<file path="config.mk">
export PLATFORM = sky130hd
export DESIGN_NAME = uart_alu_if
export DESIGN_NICKNAME = d
export VERILOG_FILES = /design/src/rtl/uart_pkg.sv /design/src/rtl/uart_alu_if_frame_timer.sv /design/src/rtl/uart_alu_if.sv
export SDC_FILE = /design/constraint.sdc
export NUM_CORES = 1
export LEC_CHECK = 0
export BUFFER_PORTS_ARGS = -buffer_cell sky130_fd_sc_hd__buf_4
export CORE_MARGIN = 2
export CORE_UTILIZATION = 40
export DETAILED_ROUTE_END_ITERATION = 8
export PLACE_DENSITY = 0.73
export SYNTH_ARGS = -nofsm -noshare
export SYNTH_HDL_FRONTEND = slang
export SYNTH_SLANG_ARGS = --single-unit
</file>
<file path="constraint.sdc">
create_clock -name i_clk -period 3.3 [get_ports i_clk]
set_clock_uncertainty 0.15 [all_clocks]
set_input_delay 0.33 -clock i_clk [delete_from_list [all_inputs] [get_ports i_clk]]
set_output_delay 0.33 -clock i_clk [all_outputs]
set_load 0.1 [all_outputs]
</file>
<file path="src/rtl/uart_pkg.sv">
// -----------------------------------------------------------------------------
// uart_pkg
//   Definitions shared by the UART receiver, transmitter, ALU and the
//   uart_alu_if control stage.
//   - Default data and opcode widths, so every block agrees on the byte format.
//   - Default inter-byte timeout settings.
//   - 3-bit state encodings of the control FSM and the matching enum type.
//   - is_busy_state(): the states in which a new frame cannot be accepted.
// -----------------------------------------------------------------------------
package uart_pkg;

    localparam int DBIT_DEF      = 8;
    localparam int NB_OP_DEF     = 6;
    localparam int TO_CYCLES_DEF = 50000;
    localparam int NB_TO_DEF     = 16;

    localparam logic [2:0] ST_WAIT_A    = 3'd0;
    localparam logic [2:0] ST_WAIT_B    = 3'd1;
    localparam logic [2:0] ST_WAIT_OP   = 3'd2;
    localparam logic [2:0] ST_CALC      = 3'd3;
    localparam logic [2:0] ST_SEND      = 3'd4;
    localparam logic [2:0] ST_WAIT_DONE = 3'd5;

    typedef enum logic [2:0] {
        WAIT_A    = ST_WAIT_A,
        WAIT_B    = ST_WAIT_B,
        WAIT_OP   = ST_WAIT_OP,
        CALC      = ST_CALC,
        SEND      = ST_SEND,
        WAIT_DONE = ST_WAIT_DONE
    } state_t;

    // A frame has been collected and is being computed or sent.
    function automatic logic is_busy_state(input state_t s);
        return (s == CALC) || (s == SEND) || (s == WAIT_DONE);
    endfunction

endpackage

</file>
<file path="src/rtl/uart_alu_if_frame_timer.sv">
// -----------------------------------------------------------------------------
// frame_timer
//   Inter-byte timeout counter for the uart_alu_if control stage.
//   Ports:
//     i_clk    clock, rising edge
//     i_rst    asynchronous reset, active-low (counter to 0)
//     clr      synchronous clear to 0 (wins over en)
//     en       count one cycle
//     expired  high while the count equals TO_CYCLES-1
// -----------------------------------------------------------------------------
module frame_timer #(
    parameter int TO_CYCLES = 50000,
    parameter int NB_TO     = 16
) (
    input  logic i_clk,
    input  logic i_rst,
    input  logic clr,
    input  logic en,
    output logic expired
);

    localparam logic [NB_TO-1:0] LAST_COUNT = NB_TO'(TO_CYCLES - 1);

    logic [NB_TO-1:0] count_reg;
    logic [NB_TO-1:0] count_next;

    always_comb begin
        count_next = count_reg;
        if (clr) begin
            count_next = '0;
        end else if (en) begin
            count_next = count_reg + NB_TO'(1);
        end
    end

    always_ff @(posedge i_clk or negedge i_rst) begin
        if (!i_rst) begin
            count_reg <= '0;
        end else begin
            count_reg <= count_next;
        end
    end

    assign expired = (count_reg == LAST_COUNT);

endmodule

</file>
<file path="src/rtl/uart_alu_if.sv">
// -----------------------------------------------------------------------------
// uart_alu_if
//   Control stage between UART rx and tx. Collects operand A, operand B and an
//   opcode byte from rx, presents them to an external combinational ALU,
//   captures the result and hands it to tx with a one-cycle start pulse, then
//   waits for tx to report completion. A partial frame is discarded when the
//   gap between two of its bytes exceeds TO_CYCLES cycles.
//   Ports:
//     i_clk         clock, rising edge
//     i_rst         asynchronous reset, active-low
//     i_rx_done     one-cycle pulse, i_rx_data holds a new byte
//     i_rx_data     received byte
//     i_alu_result  combinational ALU result for o_data_a/o_data_b/o_opcode
//     i_tx_done     one-cycle pulse from tx, stop bit finished
//     o_data_a      operand A to ALU
//     o_data_b      operand B to ALU
//     o_opcode      opcode to ALU (low NB_OP bits of the third byte)
//     o_tx_start    one-cycle pulse, tx loads o_tx_data
//     o_tx_data     captured result, stable until i_tx_done
//     o_busy        high while computing/sending (CALC, SEND, WAIT_DONE)
//     o_drop        one-cycle pulse, an rx byte was discarded while busy
//   All outputs are registered.
// -----------------------------------------------------------------------------
module uart_alu_if
    import uart_pkg::*;
#(
    parameter int DBIT      = DBIT_DEF,
    parameter int NB_OP     = NB_OP_DEF,
    parameter int TO_CYCLES = TO_CYCLES_DEF,
    parameter int NB_TO     = NB_TO_DEF
) (
    input  logic             i_clk,
    input  logic             i_rst,
    input  logic             i_rx_done,
    input  logic [DBIT-1:0]  i_rx_data,
    input  logic [DBIT-1:0]  i_alu_result,
    input  logic             i_tx_done,
    output logic [DBIT-1:0]  o_data_a,
    output logic [DBIT-1:0]  o_data_b,
    output logic [NB_OP-1:0] o_opcode,
    output logic             o_tx_start,
    output logic [DBIT-1:0]  o_tx_data,
    output logic             o_busy,
    output logic             o_drop
);

    state_t            state_reg,    state_next;
    logic [DBIT-1:0]   data_a_reg,   data_a_next;
    logic [DBIT-1:0]   data_b_reg,   data_b_next;
    logic [NB_OP-1:0]  opcode_reg,   opcode_next;
    logic [DBIT-1:0]   tx_data_reg,  tx_data_next;
    logic              tx_start_reg, tx_start_next;
    logic              busy_reg,     busy_next;
    logic              drop_reg,     drop_next;

    logic              timer_en;
    logic              timer_clr;
    logic              timer_expired;

    // The opcode keeps only the low NB_OP bits of the byte; the upper bits are
    // deliberately thrown away.
    generate
        if (NB_OP < DBIT) begin : g_op_trunc
            logic unused_op_hi_bits;
            assign unused_op_hi_bits = ^i_rx_data[DBIT-1:NB_OP];
        end
    endgenerate

    // The timer only runs while waiting for the 2nd or 3rd byte of a frame and
    // nothing arrived this cycle; in every other case it is held at zero, so it
    // always starts a fresh gap from 0.
    assign timer_clr = !timer_en;

    frame_timer #(
        .TO_CYCLES (TO_CYCLES),
        .NB_TO     (NB_TO)
    ) u_frame_timer (
        .i_clk   (i_clk),
        .i_rst   (i_rst),
        .clr     (timer_clr),
        .en      (timer_en),
        .expired (timer_expired)
    );

    always_comb begin
        state_next    = state_reg;
        data_a_next   = data_a_reg;
        data_b_next   = data_b_reg;
        opcode_next   = opcode_reg;
        tx_data_next  = tx_data_reg;
        tx_start_next = 1'b0;
        drop_next     = 1'b0;
        timer_en      = 1'b0;

        case (state_reg)
            WAIT_A: begin
                if (i_rx_done) begin
                    data_a_next = i_rx_data;
                    state_next  = WAIT_B;
                end
            end

            // A byte in the expiry cycle takes priority over the timeout.
            WAIT_B: begin
                if (i_rx_done) begin
                    data_b_next = i_rx_data;
                    state_next  = WAIT_OP;
                end else if (timer_expired) begin
                    state_next = WAIT_A;
                end else begin
                    timer_en = 1'b1;
                end
            end

            WAIT_OP: begin
                if (i_rx_done) begin
                    opcode_next = i_rx_data[NB_OP-1:0];
                    state_next  = CALC;
                end else if (timer_expired) begin
                    state_next = WAIT_A;
                end else begin
                    timer_en = 1'b1;
                end
            end

            // The ALU has had a full cycle to settle on the new opcode.
            CALC: begin
                tx_data_next  = i_alu_result;
                tx_start_next = 1'b1;
                drop_next     = i_rx_done;
                state_next    = SEND;
            end

            SEND: begin
                drop_next  = i_rx_done;
                state_next = WAIT_DONE;
            end

            // A byte coinciding with tx completion still belongs to the busy
            // period and is dropped.
            WAIT_DONE: begin
                drop_next = i_rx_done;
                if (i_tx_done) begin
                    state_next = WAIT_A;
                end
            end

            default: begin
                state_next = WAIT_A;
            end
        endcase

        busy_next = is_busy_state(state_next);
    end

    always_ff @(posedge i_clk or negedge i_rst) begin
        if (!i_rst) begin
            state_reg    <= WAIT_A;
            data_a_reg   <= '0;
            data_b_reg   <= '0;
            opcode_reg   <= '0;
            tx_data_reg  <= '0;
            tx_start_reg <= 1'b0;
            busy_reg     <= 1'b0;
            drop_reg     <= 1'b0;
        end else begin
            state_reg    <= state_next;
            data_a_reg   <= data_a_next;
            data_b_reg   <= data_b_next;
            opcode_reg   <= opcode_next;
            tx_data_reg  <= tx_data_next;
            tx_start_reg <= tx_start_next;
            busy_reg     <= busy_next;
            drop_reg     <= drop_next;
        end
    end

    assign o_data_a   = data_a_reg;
    assign o_data_b   = data_b_reg;
    assign o_opcode   = opcode_reg;
    assign o_tx_data  = tx_data_reg;
    assign o_tx_start = tx_start_reg;
    assign o_busy     = busy_reg;
    assign o_drop     = drop_reg;

endmodule

</file>
; Word level (Yosys, flattened, before mapping)
; Index checks and enable logic that the tools add are counted.
[totals]
memories = 0
ramBits = 0
wordCells = 39
rom_bits = 0
register_bits = 52
latchBits = 0
[op_classes]
eq_ne = 9
muxes = 12
n_mul = 0
order_cmp = 0
n_shift = 0
n_div = 0
addsub = 1
n_reduce_logical = 8
n_bitwise = 0
[op_table]
columns = op, n
row1 = one-hot mux 3 bit (6 select lines), 1
row2 = adder 16 x 1 -> 16 bit (second input constant), 1
row3 = equality test 16 bit (second input constant), 1
row4 = 2-to-1 mux 16 bit, 1
row5 = 2-to-1 mux 3 bit, 5
row6 = equality test 3 bit (second input constant), 4
row7 = equality test 3 x 2 -> 1 bit (second input constant), 3
row8 = AND reduction 2 bit, 3
row9 = 2-to-1 mux 1 bit, 5
row10 = equality test 3 x 1 -> 1 bit (second input constant), 1
row11 = logical NOT 3 bit, 1
row12 = OR reduction 3 bit, 1
row13 = logical OR 1 bit, 2
row14 = OR reduction 2 bit, 1

; Longest topological paths before layout
[depth]
ltp_word = 7
depth_mapped = 6
depth_no_buf = 5

; Cells and area by module
; Synthesis repeated with hierarchy kept, for this count alone.
[unflattened]
cells_unflattened = 182
area_unflattened_um2 = 2329.7
[by_module_without_submodules]
columns = module, area_per_inst_um2, n_inst, seq_area_each_um2, cells_each
row1 = uart_alu_if, 1440.1, 1, 900.9, 95
row2 = frame_timer, 889.6, 1, 400.4, 87

; Worst setup path before layout
; Ideal clock, no wire load.
[synth_path]
path_kind = register to register
from = register u_frame_timer.count_reg[0]
to = register u_frame_timer.count_reg[10]
setup_slack_ns = 1.510
period_less_slack_ns = 1.790
path_buffers = 1
t_arrival_ns = 1.508
required_time_ns = 3.018
setup_ns = 0.132
path_stages_with_launch = 7
cell_sequence = dfrtp_1 > ha_1 > nand3_1 > nand4b_1 > nand2b_1 > clkbuf_1 > nor2_1
[synth_via]
elab_chain_len = 5
elab_cells_between_ends = 6
classes_between = add/sub (1) / eq/ne (1) / mux (4)
[synth_lines]
columns = item, line_no
row1 = from (decl), uart_alu_if_frame_timer.sv:24  ; logic [NB_TO-1:0] count_reg;
row2 = from (signal assigned), uart_alu_if_frame_timer.sv:40  ; count_reg <= count_next;
row3 = "parallel branches: the longest is 4 deep, another holds adder 16 x 1 -> 16 bit", --
row4 = 2-to-1 mux 16 bit (*), uart_alu_if_frame_timer.sv:29  ; if (clr) begin
row5 = via u_frame_timer.count_next[10], uart_alu_if_frame_timer.sv:25  ; logic [NB_TO-1:0] count_next;
; Mark *: on every way through the listed nets, which the timed path passes.
; A chain may end at the register's enable or synchronous reset.

; Worst setup path after layout
[layout_path]
from = register u_frame_timer.count_reg[0]
to = register u_frame_timer.count_reg[3]
; Same word-level chain as after synthesis.

==> metrics.md <==
| Metric | Value |
|---|---|
| Synth Instances | 183 |
| Slew margin rel. | 0.530 |
| DRT Pass-1 Iters | 4 |
| Syn-to-layout area delta | 26.1% |
| Placeable core region | between 0.005 and 0.006 mm^2 |
| Diode count | 0 |
| Post-synth EDFFs | 0 |
| Post-Route WL | approximately 4100 um |
| Hold path start | i_alu_result[6] |
| Clock tree from TritonCTS | yes |
| Gr ovfl total | 0 |
| Max Slew Vio Count | 0 |
| CTS buffer count | 5 |
| Total Routing Usage GR | 0.146 |
| # nets final | 260 |
| Worst Path Required | 3320 ps |
| Syn avg cell area | ~12 um^2 |
| Startpoint types | register |
| Layout cells sized above 1 | 0.358 |
| HPWL after detailed placement | slightly below 3000 um |
| Worst Hold Path Cells | 3 |
| Critical path capture point type | register |
| Area contributors post-synth | dfrtp_1 60%, mux2_2 11%, nand2_1 5.0% |
| Fillers | roughly 460 |
| Top Usage Layer GRT | met2 |
| Syn Nets | 204 |
| GR Util met2 | 0.239 |
| Clock-pin slew on the worst setup and hold paths | 100 ps |
| Met1 global-route usage | 0.181 |
| Fmax | between 0.5 and 0.6 GHz |
| Largest net degree at the start of global routing | 53 |
| DRT iter0 DRCs | just over 80 |
| Synth top area share | 0.603 |
| Worst path arrival time | 1980 ps |
| Max FO, Critical Path | 15 |
| Number of synthesized register bits | 52 |
| Setup TNS | 0 ps |
| Initial Utilization | 0.417 |
| Multi-input logic area | around 830 um^2 |
| Max-Cap Viols | 0 |
| Period utilization | 0.593 |
| Worst Hold Class | in -> reg |
| Clock Path Buffers | 2 |
| Die Wd | approximately 77 um |
| Sequential area share after synthesis | 0.603 |
| Max reg flops | 16 |
| GRT met3 Usage | 0.0419 |
| H-Tree Depth | 2 |
| Hold Fails Final Rpt | 0 |
| Vias in the first global route | 1511 |
| Crit-path slowest cell | nand2b_1 |
| Critical Path Max Stage Delay | around 450 ps |
| Final-report setup violation count | 0 |
| Most frequent cells in the layout | 52 x buf_4, 52 x dfrtp_1, 29 x nand2_1 |
| Antenna viol nets, final | 0 |
| Ports | between 50 and 60 |
| Yosys top cell by area | dfrtp_1 |
| Port Buffers | 52 |
| Reg2reg setup slack | approximately 1300 ps |
| Least-Margin Pin Slew | about 700 ps |
| Clock root buffer | clkbuf_8 |
| Synthesized area | 0.00216 mm^2 |
| RSZ-0062 raised after global routing | false |
| FFs w/ async S/R, synth | 1.00 |
| First-pass GRT wire length | around 7000 um |
| Crit path from | u_frame_timer.count_reg[0] |
| Routability Congestion | roughly 0.79 |
| Cells on worst reg2reg path | 5 |
| FP Rows | 26 |
| Crit Path Category | reg -> reg |
| Distinct cells, synth | 34 |
| Clock Sinks | 52 |
| Die area | about 0.006 mm^2 |
| Via density | roughly 5 |
| Routed WL per cell | roughly 13 um |
| Most used flip-flop cell after synthesis | dfrtp_1 |
| Synth warnings | 0 |
| Vias | 1522 |
| DRC violations left | 0 |
| Post-layout minimum cycle time | 1960 ps |
| Die Y | 77.5 um |
| Seq. cell area | between 0.001 and 0.0015 mm^2 |
| Worst r2r src | u_frame_timer.count_reg[0] |
| R2r endpoint | u_frame_timer.count_reg[3] |
| Hold Path Sink | o_tx_data[6] |
| Clk_lat worst skew | 300 ps |
| Initial antenna violation count | 0 |
| Worst path cell trace | ha_1 > nand3_1 > nand4b_1 > nand2b_1 > nor2_1 |
| Status | finished, final reports clean |
critical path: cells and delay by family (launching register included):
family,cells,cell delay [ps]
flip-flops,1,390
adder cells (fa/ha/maj),1,200
AND/OR/NAND/NOR,4,1090
Yosys cell counts, types with 3 or more instances:
master,instances
nand2_1,29
dfrtp_1,52
nand2b_1,5
nand4_1,3
clkbuf_1,4
inv_1,3
mux2_2,22
nand3_1,4
nor4_1,4
nor2_1,18
xnor2_1,11
nor3_1,4
stage by stage:
step	setup WS, ps	instances	hold slack, ps	util	instance area [um^2]
floorplan	1510	183	-116	-	2160
detailed placement	1330	301	253	0.507	2620
global placement	1390	301	249	0.507	2620
finish	1340	310	56.3	0.526	2720
CTS	1310	310	50.7	0.526	2720
global route	1150	310	54.2	0.526	2720
cells by family after synthesis:
group	after synthesis	share of synthesized area
adder cells (fa/ha/maj)	1	0.00580
AO/OA/AOI/OAI	7	0.0249
multiplexers	22	0.115
flip-flops	52	0.603
XOR/XNOR	13	0.0528
AND/OR/NAND/NOR	80	0.185
buffers and inverters	8	0.0139
worst max path at each step:
stage	to	slack [ps]	depth (start not counted)
CTS	u_frame_timer.count_reg[3]	1310	5
global placement	o_data_a[1]	1390	3
floorplan	u_frame_timer.count_reg[10]	1510	6
finish	u_frame_timer.count_reg[3]	1340	5
global route	u_frame_timer.count_reg[14]	1150	5
detailed placement	o_data_a[4]	1330	3
final cells by class:
class | count | area share
inverters | 4 | 0.00551
clock buffers | 5 | 0.0253
multi-input cells | 123 | 0.304
well taps | 70 | 0.0322
flip-flops and latches | 52 | 0.478
clock inverters | 3 | 0.00827
repair buffers | 53 | 0.147
routing by layer:
layer / share of wire / up-vias
li1: - / 734
met1: 0.43 / 736
met2: 0.49 / 44
met3: 0.059 / 8
met4: 0.020 / 0
met5: 0 / -
timing repair:
action,4_1_cts,5_1_grt
gates resized for setup,0,0
hold endpoints to repair,52,0
hold buffers,1,0
setup buffers,0,0
Power is left out: the tool's default activity adds up to more than one toggle a clock period on the data nets, which glitch-free logic cannot reach.
